File: config.mk
export PLATFORM = sky130hd
export DESIGN_NAME = axis_rule_classifier_flat
export DESIGN_NICKNAME = d
export VERILOG_FILES = /design/src/rtl/axis_rule_classifier_if.sv /design/src/rtl/axis_rule_classifier.sv /design/src/flat_wrapper.sv
export SDC_FILE = /design/constraint.sdc
export NUM_CORES = 2
export LEC_CHECK = 0
export BUFFER_PORTS_ARGS = -buffer_cell sky130_fd_sc_hd__buf_4
export CORE_AREA = 4 4 563 565
export CTS_CLUSTER_DIAMETER = 100
export DETAILED_ROUTE_END_ITERATION = 12
export DIE_AREA = 0 0 567 569
export HOLD_SLACK_MARGIN = 0.06
export PLACE_DENSITY = 0.37
export SLEW_MARGIN = 20
export SYNTH_ARGS = -nofsm -noshare
export SYNTH_HDL_FRONTEND = slang
export SYNTH_SLANG_ARGS = --single-unit
File: constraint.sdc
create_clock -name clk -period 6.6 [get_ports clk]
set_input_delay 0.99 -clock clk [delete_from_list [all_inputs] [get_ports clk]]
set_output_delay 0.99 -clock clk [all_outputs]
set_load 0.02 [all_outputs]
File: src/rtl/axis_rule_classifier_if.sv
// AXI-Stream beat bundle with tuser sideband fields.
// The master modport drives the beat; the slave modport drives tready.
interface axis_rule_classifier_if #(
  parameter int DATA_WIDTH = 512,
  parameter int KEEP_WIDTH = DATA_WIDTH / 8
);
  logic                  tvalid;
  logic                  tready;
  logic [DATA_WIDTH-1:0] tdata;
  logic [KEEP_WIDTH-1:0] tkeep;
  logic                  tlast;
  logic [15:0]           tuser_size;
  logic [15:0]           tuser_src;
  logic [15:0]           tuser_dst;

  modport master (
    output tvalid, tdata, tkeep, tlast,
    output tuser_size, tuser_src, tuser_dst,
    input  tready
  );

  modport slave (
    input  tvalid, tdata, tkeep, tlast,
    input  tuser_size, tuser_src, tuser_dst,
    output tready
  );
endinterface

File: src/rtl/axis_rule_classifier.sv
// Single-stage AXI-Stream packet classifier with a src/dst mask rule table.
// Define AXIS_RULE_CLASSIFIER_HITCNT_EN to add per-rule hit counters.
module axis_rule_classifier #(
  parameter int DATA_WIDTH    = 512,
  parameter int KEEP_WIDTH    = DATA_WIDTH / 8,
  parameter int NUM_RULES     = 8,
  parameter int DEFAULT_ALLOW = 1,
  localparam int IDX_W = (NUM_RULES > 1) ? $clog2(NUM_RULES) : 1
) (
  input  logic                     clk,
  input  logic                     rst_n,
  axis_rule_classifier_if.slave    s_axis,
  axis_rule_classifier_if.master   m_axis,
  output logic                     decision_valid,
  output logic                     decision_allow,
  input  logic                     cfg_wr_en,
  input  logic [IDX_W-1:0]         cfg_wr_idx,
  input  logic [65:0]              cfg_wr_rule,
  output logic [31:0]              cnt_pkts,
  output logic [31:0]              cnt_allow,
  output logic [31:0]              cnt_deny,
  input  logic [IDX_W-1:0]         cfg_rd_idx,
  output logic [31:0]              cfg_rd_hits
);

  typedef enum logic {HEAD, BODY} state_e;

  state_e                state_q;
  logic                  m_valid_q;
  logic [DATA_WIDTH-1:0] m_data_q;
  logic [KEEP_WIDTH-1:0] m_keep_q;
  logic                  m_last_q;
  logic [15:0]           m_size_q;
  logic [15:0]           m_src_q;
  logic [15:0]           m_dst_q;
  logic                  head_q;
  logic                  verdict_q;
  logic [31:0]           pkts_q;
  logic [31:0]           allow_q;
  logic [31:0]           deny_q;
  logic [65:0]           rules_q [NUM_RULES];

  logic                  s_ready;
  logic                  accept;
  logic                  head_acc;
  logic                  wr_ok;
  logic                  hit;
  logic                  hit_allow;
  logic [IDX_W-1:0]      sel;
  logic                  verdict_d;

  // Rule layout: {en, allow, src_val, src_mask, dst_val, dst_mask}
  function automatic logic rule_match(
    input logic [65:0] r,
    input logic [15:0] src,
    input logic [15:0] dst
  );
    return r[65]
      && ((src & r[47:32]) == (r[63:48] & r[47:32]))
      && ((dst & r[15:0]) == (r[31:16] & r[15:0]));
  endfunction

  assign s_ready  = !m_valid_q || m_axis.tready;
  assign accept   = s_axis.tvalid && s_ready;
  assign head_acc = accept && (state_q == HEAD);
  assign wr_ok    = cfg_wr_en && (32'(cfg_wr_idx) < NUM_RULES);

  // Descending scan so the lowest matching index wins.
  always_comb begin
    hit       = 1'b0;
    hit_allow = 1'b0;
    sel       = '0;
    for (int i = NUM_RULES - 1; i >= 0; i--) begin
      if (rule_match(rules_q[i], s_axis.tuser_src, s_axis.tuser_dst)) begin
        hit       = 1'b1;
        hit_allow = rules_q[i][64];
        sel       = IDX_W'(i);
      end
    end
    verdict_d = hit ? hit_allow : (DEFAULT_ALLOW != 0);
  end

  always_ff @(posedge clk or negedge rst_n) begin
    if (!rst_n) begin
      state_q   <= HEAD;
      m_valid_q <= 1'b0;
      m_data_q  <= '0;
      m_keep_q  <= '0;
      m_last_q  <= 1'b0;
      m_size_q  <= '0;
      m_src_q   <= '0;
      m_dst_q   <= '0;
      head_q    <= 1'b0;
      verdict_q <= 1'b0;
      pkts_q    <= '0;
      allow_q   <= '0;
      deny_q    <= '0;
      for (int i = 0; i < NUM_RULES; i++) rules_q[i] <= '0;
    end else begin
      for (int i = 0; i < NUM_RULES; i++) begin
        if (wr_ok && cfg_wr_idx == IDX_W'(i)) rules_q[i] <= cfg_wr_rule;
      end
      if (accept) begin
        m_valid_q <= 1'b1;
        m_data_q  <= s_axis.tdata;
        m_keep_q  <= s_axis.tkeep;
        m_last_q  <= s_axis.tlast;
        m_size_q  <= s_axis.tuser_size;
        m_src_q   <= s_axis.tuser_src;
        m_dst_q   <= s_axis.tuser_dst;
        head_q    <= (state_q == HEAD);
        verdict_q <= (state_q == HEAD) && verdict_d;
        unique case (state_q)
          HEAD: if (!s_axis.tlast) state_q <= BODY;
          BODY: if (s_axis.tlast) state_q <= HEAD;
        endcase
        if (head_acc) begin
          pkts_q <= pkts_q + 32'd1;
          if (verdict_d) allow_q <= allow_q + 32'd1;
          else           deny_q  <= deny_q + 32'd1;
        end
      end else if (m_axis.tready) begin
        m_valid_q <= 1'b0;
      end
    end
  end

  assign s_axis.tready     = s_ready;
  assign m_axis.tvalid     = m_valid_q;
  assign m_axis.tdata      = m_data_q;
  assign m_axis.tkeep      = m_keep_q;
  assign m_axis.tlast      = m_last_q;
  assign m_axis.tuser_size = m_size_q;
  assign m_axis.tuser_src  = m_src_q;
  assign m_axis.tuser_dst  = m_dst_q;
  assign decision_valid    = m_valid_q && head_q;
  assign decision_allow    = decision_valid && verdict_q;
  assign cnt_pkts          = pkts_q;
  assign cnt_allow         = allow_q;
  assign cnt_deny          = deny_q;

`ifdef AXIS_RULE_CLASSIFIER_HITCNT_EN
  logic [31:0] hits_q [NUM_RULES];
  logic [31:0] rd_q;

  // A rewrite clears the counter even if that rule hits the same cycle.
  always_ff @(posedge clk or negedge rst_n) begin
    if (!rst_n) begin
      rd_q <= '0;
      for (int i = 0; i < NUM_RULES; i++) hits_q[i] <= '0;
    end else begin
      rd_q <= '0;
      for (int i = 0; i < NUM_RULES; i++) begin
        if (wr_ok && cfg_wr_idx == IDX_W'(i)) begin
          hits_q[i] <= '0;
        end else if (head_acc && hit && sel == IDX_W'(i)) begin
          hits_q[i] <= hits_q[i] + 32'd1;
        end
        if (cfg_rd_idx == IDX_W'(i)) rd_q <= hits_q[i];
      end
    end
  end

  assign cfg_rd_hits = rd_q;
`else
  logic unused_hitcnt;
  assign unused_hitcnt = ^{cfg_rd_idx, sel};
  assign cfg_rd_hits   = '0;
`endif

endmodule

File: src/flat_wrapper.sv
// flat-port wrapper written by rule: the top's interface ports become plain ports
module axis_rule_classifier_flat 
#(
  parameter int DATA_WIDTH    = 512,
  parameter int KEEP_WIDTH    = DATA_WIDTH / 8,
  parameter int NUM_RULES     = 8,
  parameter int DEFAULT_ALLOW = 1,
  localparam int IDX_W = (NUM_RULES > 1) ? $clog2(NUM_RULES) : 1
)
  (clk, rst_n, decision_valid, decision_allow, cfg_wr_en, cfg_wr_idx, cfg_wr_rule, cnt_pkts, cnt_allow, cnt_deny, cfg_rd_idx, cfg_rd_hits, s_axis_tvalid, s_axis_tdata, s_axis_tkeep, s_axis_tlast, s_axis_tuser_size, s_axis_tuser_src, s_axis_tuser_dst, s_axis_tready, m_axis_tvalid, m_axis_tdata, m_axis_tkeep, m_axis_tlast, m_axis_tuser_size, m_axis_tuser_src, m_axis_tuser_dst, m_axis_tready);
  axis_rule_classifier_if #(.DATA_WIDTH(DATA_WIDTH), .KEEP_WIDTH(KEEP_WIDTH)) s_axis_i ();
  axis_rule_classifier_if #(.DATA_WIDTH(DATA_WIDTH), .KEEP_WIDTH(KEEP_WIDTH)) m_axis_i ();
  input  logic clk;
  input  logic rst_n;
  output logic decision_valid;
  output logic decision_allow;
  input  logic cfg_wr_en;
  input  logic [IDX_W-1:0] cfg_wr_idx;
  input  logic [65:0] cfg_wr_rule;
  output logic [31:0] cnt_pkts;
  output logic [31:0] cnt_allow;
  output logic [31:0] cnt_deny;
  input  logic [IDX_W-1:0] cfg_rd_idx;
  output logic [31:0] cfg_rd_hits;
  input wire logic [$bits(s_axis_i.tvalid)-1:0] s_axis_tvalid;
  input wire logic [$bits(s_axis_i.tdata)-1:0] s_axis_tdata;
  input wire logic [$bits(s_axis_i.tkeep)-1:0] s_axis_tkeep;
  input wire logic [$bits(s_axis_i.tlast)-1:0] s_axis_tlast;
  input wire logic [$bits(s_axis_i.tuser_size)-1:0] s_axis_tuser_size;
  input wire logic [$bits(s_axis_i.tuser_src)-1:0] s_axis_tuser_src;
  input wire logic [$bits(s_axis_i.tuser_dst)-1:0] s_axis_tuser_dst;
  output wire logic [$bits(s_axis_i.tready)-1:0] s_axis_tready;
  output wire logic [$bits(m_axis_i.tvalid)-1:0] m_axis_tvalid;
  output wire logic [$bits(m_axis_i.tdata)-1:0] m_axis_tdata;
  output wire logic [$bits(m_axis_i.tkeep)-1:0] m_axis_tkeep;
  output wire logic [$bits(m_axis_i.tlast)-1:0] m_axis_tlast;
  output wire logic [$bits(m_axis_i.tuser_size)-1:0] m_axis_tuser_size;
  output wire logic [$bits(m_axis_i.tuser_src)-1:0] m_axis_tuser_src;
  output wire logic [$bits(m_axis_i.tuser_dst)-1:0] m_axis_tuser_dst;
  input wire logic [$bits(m_axis_i.tready)-1:0] m_axis_tready;
  assign s_axis_i.tvalid = s_axis_tvalid;
  assign s_axis_i.tdata = s_axis_tdata;
  assign s_axis_i.tkeep = s_axis_tkeep;
  assign s_axis_i.tlast = s_axis_tlast;
  assign s_axis_i.tuser_size = s_axis_tuser_size;
  assign s_axis_i.tuser_src = s_axis_tuser_src;
  assign s_axis_i.tuser_dst = s_axis_tuser_dst;
  assign s_axis_tready = s_axis_i.tready;
  assign m_axis_tvalid = m_axis_i.tvalid;
  assign m_axis_tdata = m_axis_i.tdata;
  assign m_axis_tkeep = m_axis_i.tkeep;
  assign m_axis_tlast = m_axis_i.tlast;
  assign m_axis_tuser_size = m_axis_i.tuser_size;
  assign m_axis_tuser_src = m_axis_i.tuser_src;
  assign m_axis_tuser_dst = m_axis_i.tuser_dst;
  assign m_axis_i.tready = m_axis_tready;
  axis_rule_classifier #(.DATA_WIDTH(DATA_WIDTH), .KEEP_WIDTH(KEEP_WIDTH), .NUM_RULES(NUM_RULES), .DEFAULT_ALLOW(DEFAULT_ALLOW)) u_core (.clk(clk), .rst_n(rst_n), .s_axis(s_axis_i), .m_axis(m_axis_i), .decision_valid(decision_valid), .decision_allow(decision_allow), .cfg_wr_en(cfg_wr_en), .cfg_wr_idx(cfg_wr_idx), .cfg_wr_rule(cfg_wr_rule), .cnt_pkts(cnt_pkts), .cnt_allow(cnt_allow), .cnt_deny(cnt_deny), .cfg_rd_idx(cfg_rd_idx), .cfg_rd_hits(cfg_rd_hits));
endmodule
==> impl_metrics.csv <==
group,metric,value,unit
drt,drtAntennaViolNets,0,
setup_path,cp-end-kind,"register",
synth,ys_ff_latch,1253,
synth,ys_warn_count,0,
timing,max-slew-margin-rel,13.9,%
setup_path,worstPathRequired,7.33,ns
cts,cts_resized,0,
synth,synthFlopType,"dfrtp_1",
drt,avgRoutedWirePerCell,32.1,um
drt,vias,40800,
setup_path,start_kind,"input port",
timing,hold_viol,0,
timing,tightest_slew,1.29,ns
global_route,grt_pass1_vias,42100,
power,peakVddDrop,0.197,mV
finish,multi_input_area,0.0188,mm^2
setup_path,critical_path_class,"input port to register",
setup_path,path_max_fanout,14,
power,p_total,24.9,mW
die,coreArea,0.311,mm^2
timing,skew,0.0946,ns
setup_path,arrival,5.12,ns
cts,h-tree-depth,4,
global_route,grt.overflow.total,0,
cts,clk_pin_slew,0.06,ns
cts,root_buffer,"clkbuf_16",
power,leakage,35.7,nW
placed_design,placed_area,0.0666,mm^2
cts,cts_tree,"done",
finish,nFillCells,33900,
synth,synth_top_area_share,61.1,%
timing,hold_slack,0.311,ns
placed_design,io_buffer_count,1423,
drt,routed_wl,334000,um
timing,drv_slew,0,
run_status,outcome,"finished, final reports clean",
global_route,grt_max_degree,190,
timing,grt_setup_unrepaired,"false",
placed_design,place.gp.congestion,0.904,
synth,synth_cell_types,49,
drt,drc,0,
synth,netlist.top_cell.by_area,"dfrtp_1",
job,maxCapViolations,0,
cts,clock_sinks,1253,
die,die_w,567,um
timing,setup_tns,0,ns
synth,syn_avg_cell_area,11.0,um^2
drt,first_iter_violations,2723,
timing,period_share,66.5,%
drt,vias_per_cell,3.93,
die,die_h,569,um
timing,period_minus_slack,4.39,ns
synth,synthTopCellsByArea,"dfrtp_1 (61%), nand2_1 (14%), mux2_2 (12%)",
hold_path,hold_path.class,"input port to register",
synth,synthCells,4680,
synth,syn_area,0.0513,mm^2
die,io_pins,1459,
cts,insertion_delay,0.86,ns
finish,area_growth,41.4,%
timing,setup-violations-final,0,
cts,clockBufferDepth,4,
die,rows,205,
placed_design,dpl.hpwl,270000,um
finish,seqCellArea,0.0314,mm^2
finish,drive_above_1_share,37.1,%
global_route,grtUsageTotal,20.0,%
finish,nNetsFinal,6798,
finish,stdcell_area,0.0725,mm^2
global_route,grt_pass1_wl,433000,um
global_route,antenna_found_initial,135,
synth,synth_edf_count,0,
drt,first_pass_iters,5,
synth,async_flop_share,100,%
power,p_per_area,343,mW/mm^2
synth,yosysSeqAreaShare,61.1,%
die,dieArea,0.323,mm^2
die,start_util,16.5,%
cts,numCtsBuffers,170,
timing,max_freq,228,MHz
[sequential cells by signal, summed over array words and instances, names as in the netlist]
register	cells
u_core.cnt_allow	32
u_core.m_axis.tlast	1
u_core.m_axis.tuser_src	16
u_core.m_axis.tvalid	1
u_core.m_axis.tuser_dst	16
u_core.m_axis.tuser_size	16
u_core.verdict_q	1
u_core.state_q	1
u_core.m_axis.tdata	512
u_core.m_axis.tkeep	64
u_core.cnt_pkts	32
u_core.rules_q	528
u_core.head_q	1
u_core.cnt_deny	32
[final timing paths]
check                      depth (start not counted)                    start                            to  slack (ns)
max in group asynchronous                          4                    rst_n      u_core.m_axis.tdata[129]        3.97
min in group asynchronous                          2                    rst_n      u_core.m_axis.tdata[457]        0.64
min                                                3    s_axis_tuser_size[14]  u_core.m_axis.tuser_size[14]        0.31
min reg2reg                                        2  u_core.m_axis.tkeep[27]       u_core.m_axis.tkeep[27]        0.47
max reg2reg                                       10      u_core.rules_q[192]          u_core.cnt_allow[30]        2.23
max                                               11     s_axis_tuser_src[12]          u_core.cnt_allow[30]        2.21
[critical path, stage by stage]
cell	delay, ns
buf_4	0.19
xor2_1	0.18
a22oi_1	0.55
nand4_1	0.39
nor4_1	0.70
a2bb2oi_1	0.17
a311o_1	0.47
a31oi_4	0.30
nand4_2	0.54
nor4_2	0.42
xor2_1	0.18
[cell usage in the layout (no fill, tap or decap), drive strengths merged, types with 4 or more instances in the layout]
cell and n:
conb 32, clkbuf 250, mux2 530, buf 1477, and2 7, or4 4
inv 22, diode 33, and4 11, xnor2 45, a222oi 7, xor2 304
nand2b 6, a22oi 113, nand4 50, nand2 1934, nor2b 4, and3 19
nor4 12, nor3b 6, nor3 16, bufinv 13, nand3 24, clkinv 29
dfrtp 1253, nor2 28
[metal layers]
layer / wire (um) / global-route usage, % / vias up / part of all wire (%)
li1: - / - / 18000 / -
met1: 140000 / 24.9 / 20900 / 42
met2: 160000 / 33.7 / 1403 / 48
met3: 24300 / 6.16 / 423 / 7.3
met4: 9220 / 4.92 / 48 / 2.8
met5: 321 / 0 / - / 0.096
[Yosys cell counts (2+ instances only)]
cell type / number
buf_1: 13
buf_6: 4
nor3_1: 16
ha_1: 3
nand4b_1: 3
buf_2: 26
a222oi_1: 7
nand4_1: 49
mux2_2: 529
nand2_1: 1925
nand3_1: 24
xnor2_2: 9
nand2_2: 9
nor4_1: 11
o2111ai_1: 2
nor2_1: 28
a2bb2oi_1: 2
or4_1: 3
nor2b_1: 4
and3_1: 19
inv_1: 14
nor3b_1: 6
dfrtp_1: 1253
and4_1: 11
a22oi_1: 113
xnor2_1: 36
xor2_1: 304
buf_4: 39
clkbuf_1: 186
nand2b_1: 6
or3_1: 2
and2_1: 7
[kinds of logic after synthesis]
kind of cell | share of synthesized area (%)
AO/OA/AOI/OAI | 2.12
XOR/XNOR | 6.09
adder cells (fa/ha/maj) | 0.0732
buffers and inverters | 2.47
flip-flops | 61.1
multiplexers | 11.6
other | 0.00731
AND/OR/NAND/NOR | 16.4
[report_power, final]
part / switching [mW] / total [mW] / internal [mW]
clock network: 3.86 / 9.65 / 5.79
logic: 3.32 / 5.37 / 2.05
registers: 0.933 / 9.87 / 8.94
[what timing repair did]
| action | 4_1_cts | 5_1_grt |
|---|---|---|
| endpoints found under the setup margin | 0 | 0 |
| buffers inserted | 0 | 0 |
| endpoints found under the hold margin | 11 | 0 |
| hold buffers | 1 | 0 |
[per-stage QoR]
stage	utilization, %	cells	setup WS [ns]
final	23.3	10400	2.21
after global placement	21.4	10100	1.29
after detailed placement	21.4	10100	1.34
after floorplan	-	4711	2.85
after global routing	23.3	10400	2.07
after CTS	23.3	10400	2.14
[cell type report]
| type | instances | area share, % |
|---|---|---|
| Clock inverter | 53 | 1.05 |
| Timing Repair Buffer | 1478 | 15.5 |
| Inverter | 14 | 0.0725 |
| Tap cell | 4140 | 7.15 |
| Antenna cell | 33 | 0.114 |
| Clock buffer | 250 | 6.92 |
| Sequential cell | 1253 | 43.3 |
| Multi-Input combinational cell | 3176 | 26.0 |
No activity file was read; power rests on OpenSTA's default activity.
